### src/rtl/layer_sequencer_pkg.sv
// Shared instruction-memory geometry and the layer sequencer state type.
package parameters;

    localparam int INSTRUCTION_MEMORY_SIZE   = 32;
    localparam int INSTRUCTION_MEMORY_FIELDS = 24;
    localparam int INSTRUCTION_MEMORY_WIDTH  = 16;

    localparam int LAYER_CNT_W = $clog2(INSTRUCTION_MEMORY_SIZE) + 1;

    typedef enum logic [2:0] {
        ST_IDLE,
        ST_FETCH,
        ST_LOAD,
        ST_RUN,
        ST_WAIT_DONE,
        ST_NEXT,
        ST_DONE
    } seq_state_t;

endpackage

### src/rtl/layer_sequencer.sv
// Steps the instruction memory through num_layers layers, registering each
// layer's fields and handing it to the MAC engine with a start/done handshake.
module layer_sequencer
    import parameters::*;
#(
    parameter int INSTRUCTION_MEMORY_SIZE   = parameters::INSTRUCTION_MEMORY_SIZE,
    parameter int INSTRUCTION_MEMORY_FIELDS = parameters::INSTRUCTION_MEMORY_FIELDS,
    parameter int INSTRUCTION_MEMORY_WIDTH  = parameters::INSTRUCTION_MEMORY_WIDTH
) (
    input  logic                                  clk,
    input  logic                                  reset,
    input  logic                                  start,
    input  logic [$clog2(INSTRUCTION_MEMORY_SIZE):0] num_layers,
    input  logic [INSTRUCTION_MEMORY_WIDTH-1:0]   instruction  [INSTRUCTION_MEMORY_FIELDS],
    input  logic                                  layer_done,
    output logic [31:0]                           PC,
    output logic [INSTRUCTION_MEMORY_WIDTH-1:0]   layer_config [INSTRUCTION_MEMORY_FIELDS],
    output logic                                  layer_start,
    output logic                                  busy,
    output logic                                  finished
);

    localparam int CNT_W = $clog2(INSTRUCTION_MEMORY_SIZE) + 1;
    localparam int PC_W  = CNT_W - 1;

    seq_state_t        state_q, state_d;
    logic [PC_W-1:0]   pc_q;
    logic [CNT_W-1:0]  n_lat_q;
    logic [CNT_W-1:0]  n_clamped;
    logic              last_layer;

    assign n_clamped  = (num_layers > CNT_W'(INSTRUCTION_MEMORY_SIZE))
                        ? CNT_W'(INSTRUCTION_MEMORY_SIZE) : num_layers;
    assign last_layer = ({1'b0, pc_q} == (n_lat_q - CNT_W'(1)));
    assign PC         = 32'(pc_q);

    always_ff @(posedge clk or negedge reset) begin
        if (!reset) begin
            state_q <= ST_IDLE;
        end else begin
            state_q <= state_d;
        end
    end

    always_comb begin
        state_d     = state_q;
        layer_start = 1'b0;
        finished    = 1'b0;
        busy        = (state_q != ST_IDLE);
        unique case (state_q)
            ST_IDLE: begin
                if (start) begin
                    state_d = (n_clamped == '0) ? ST_DONE : ST_FETCH;
                end
            end
            ST_FETCH: state_d = ST_LOAD;
            ST_LOAD:  state_d = ST_RUN;
            ST_RUN: begin
                layer_start = 1'b1;
                state_d     = ST_WAIT_DONE;
            end
            ST_WAIT_DONE: begin
                if (layer_done) begin
                    state_d = last_layer ? ST_DONE : ST_NEXT;
                end
            end
            ST_NEXT: state_d = ST_FETCH;
            ST_DONE: begin
                finished = 1'b1;
                state_d  = ST_IDLE;
            end
            default: state_d = ST_IDLE;
        endcase
    end

    // layer_config is deliberately left untouched outside LOAD
    always_ff @(posedge clk or negedge reset) begin
        if (!reset) begin
            pc_q    <= '0;
            n_lat_q <= '0;
            for (int unsigned i = 0; i < INSTRUCTION_MEMORY_FIELDS; i++) begin
                layer_config[i] <= '0;
            end
        end else begin
            unique case (state_q)
                ST_IDLE: begin
                    if (start) begin
                        n_lat_q <= n_clamped;
                        pc_q    <= '0;
                    end
                end
                ST_LOAD: begin
                    for (int unsigned i = 0; i < INSTRUCTION_MEMORY_FIELDS; i++) begin
                        layer_config[i] <= instruction[i];
                    end
                end
                ST_NEXT: pc_q <= pc_q + PC_W'(1);
                ST_DONE: pc_q <= '0;
                default: ;
            endcase
        end
    end

endmodule

### config.mk
export PLATFORM = sky130hd
export DESIGN_NAME = layer_sequencer
export DESIGN_NICKNAME = d
export VERILOG_FILES = /design/src/rtl/layer_sequencer_pkg.sv /design/src/rtl/layer_sequencer.sv
export SDC_FILE = /design/constraint.sdc
export NUM_CORES = 1
export LEC_CHECK = 0
export CAP_MARGIN = 20
export CORE_AREA = 2 2 315 317
export CTS_CLUSTER_SIZE = 16
export DETAILED_ROUTE_END_ITERATION = 10
export DIE_AREA = 0 0 317 319
export PLACE_DENSITY = 0.49
export SYNTH_ARGS = -nofsm -noshare
export SYNTH_HDL_FRONTEND = slang
export SYNTH_SLANG_ARGS = --single-unit
### constraint.sdc
create_clock -name clk -period 1.5 [get_ports clk]
set_input_delay 0.45 -clock clk [delete_from_list [all_inputs] [get_ports clk]]
set_output_delay 0.45 -clock clk [all_outputs]
set_load 0.01 [all_outputs]
==> run metrics <==
top-area cell type share of the netlist area=0.5964; # H-tree levels=2; chip height=319 µm; vias post-DR=12157; static leakage=14.80 nW; CP startpoint kind=flop; DR WL/cell=18.10 µm; CTS sink count=398; total track usage=0.1111; Max Transition Viols Final=0; Die Wd=317 µm; Cell variety after synth=36; Rows=115; synth top area cells=dfrtp_1 60%, mux2_4 29%, buf_6 2.6%, mux2_2 2.4%, mux2_1 1.7%; global-route wire length before repair=84880 µm; hpwl dp=42380 µm; non-filler instance count after layout=3402; Post-synth EDFFs=0; f_max=0.5295 GHz; RR Endpoint=layer_config[358]; r2r startpoint=state_q[0]; Max-Cap Viols=0; Post-synth top cells=398 x dfrtp_1, 324 x mux2_4, 39 x buf_6; Tcrit/Tclk final=1.259; status=finished with violations; ys async rst share=1.000; final instance area=30640 µm²; Hold Fails Final Rpt=0; # setup viols final=783; #FFs+latches synth=398; clock skew=0.02017 ns; clock latency on the worst-skew pair=0.60 ns; initial antenna violation count=7; Iteration-0 DRC Markers=387; R2R Setup Slk=-0.35 ns; Synthesis Warnings=0; port bufs=785; endpoint class of the critical path=output pin; power consumption=0.07045 W; CP Max Fanout=2; slack of the critical path=-0.3885 ns; area of the core=97700 µm²; CTS tree=done; CTS Buf Count=49; GPL Wtd Cong=0.7726; IO Pins=813; drt pass-1 iters=4; vias in the first global route=13162; worst reg-to-reg path cell count=9; Arr. time, crit path=1.44 ns; nets=2472; failing checks=setup timing; Hold Path Class=primary input to async pin; register area share after synthesis=0.5964; Post-DP Area=26460 µm²; Post-Syn Area=16700 µm²; die area=101100 µm²; number of routed nets with antenna violations=0; Setup CP Type=flop to output pin; CTS Buffer Depth=3; Initial Util=0.1709; Cells after Synth=942; GR Overflow Total=0; setup repair after global routing missed its margin=yes; fin crit period=1.889 ns; Synth Flop Type=dfrtp_1; syn avg cell area=17.73 µm²; Finished Core Util=0.3137; Syn-to-layout area delta=83.52%; vias per inst=3.573; fillers=9778; Peak VDD IR=0.9855 mV; Setup crit start=state_q[0]; Routed WL=61580 µm; share of layout cells above drive strength 1=0.5649; Synth area leader=dfrtp_1; Clock Tree Root=clkbuf_16; pwr dens=2299 nW/µm²; cell with the most instances after synthesis=dfrtp_1; largest net degree at the start of global routing=66; placed cell count=3053; Worst-path clk slew=0.06 ns; # DRC=0; Req. time, crit path=1.05 ns
[metrics by stage]
stage	hold slack [ns]	setup slack [ns]	TNS, ns
global route	0.2641	-0.4869	-174.86
finish	0.2991	-0.3885	-121.44
CTS	0.2686	-0.4798	-138.80
global placement	0.3177	-0.4755	-33.97
detailed placement	0.3202	-0.3933	-38.97
floorplan	0.1544	-0.03264	-0.03747
[kinds of logic after synthesis]
group                      count (synthesis)  synth area share
buffers and inverters                     78           0.04189
and+or+nand+nor                           47           0.01431
DFF                                      398            0.5964
adders and majority gates                  2          0.001498
other                                      1         0.0002246
muxes                                    385            0.3325
AOI/OAI and AO/OA                         21          0.007943
xor gates and xnor gates                  10          0.005245
[worst max path at each step]
stage,to,slack (ns),cells past startpoint
floorplan,state_q[1],-0.03,7
global placement,state_q[0],-0.48,7
detailed placement,state_q[1],-0.39,7
CTS,finished,-0.48,4
global route,finished,-0.49,4
finish,finished,-0.39,4
[critical path, cell delays in order, from the launching register on]
cell and delay [ns]:
dfrtp_1 0.39, buf_6 0.12, nand2b_4 0.13, nor2_2 0.07
buf_2 0.14
[where the power goes]
part	internal (W)	switching, W
Combinational	0.0253	0.0135
Sequential	0.0164	0.00381
Clock	0.00683	0.00471
[metal layers]
metal / GRT usage / share of wire
met3: 0.03752 / 0.084
met2: 0.1982 / 0.52
met1: 0.1215 / 0.37
met4: 0.03836 / 0.021
met5: 0 / 0.00021
[placed cells by master (no fill, tap or decap), types with 6 or more instances in the layout]
master,instances
nand3_1,6
clkbuf_16,73
clkinv_2,11
clkbuf_8,12
buf_6,238
nor2_1,10
buf_16,18
mux2_1,22
clkdlybuf4s50_1,392
o21ai_0,7
mux2_4,327
mux2_2,36
buf_8,9
buf_4,255
buf_2,160
nand2_1,10
clkbuf_1,9
buf_12,35
conb_1,27
dfrtp_1,396
[final cells by class]
| cell class | count | area (µm²) | area share |
|---|---|---|---|
| tap | 1287 | 1610 | 0.05255 |
| timing repair buffer | 1132 | 11270 | 0.3677 |
| clock buffer | 71 | 1450 | 0.04732 |
| clock inverter | 14 | 110.1 | 0.003593 |
| inverter | 3 | 11.26 | 0.0003675 |
| antenna | 5 | 12.51 | 0.0004083 |
| multi-input combinational | 492 | 6220 | 0.2030 |
| sequential | 398 | 9962 | 0.3251 |
[what timing repair did]
action | 4_1_cts | 5_1_grt
cloned | 11 | 27
hold buffers | 1 | 0
buffers inserted | 122 | 100
gates resized for setup | 1871 | 127
endpoints found under the setup margin | 764 | 785
endpoints found under the hold margin | 104 | 0
pin swaps | 2 | 6
[registers in the layout, summed over array words and instances (netlist names)]
signal,count
layer_config,384
n_lat_q,6
pc_q,5
state_q,3
(Power assumes the default switching activity.)
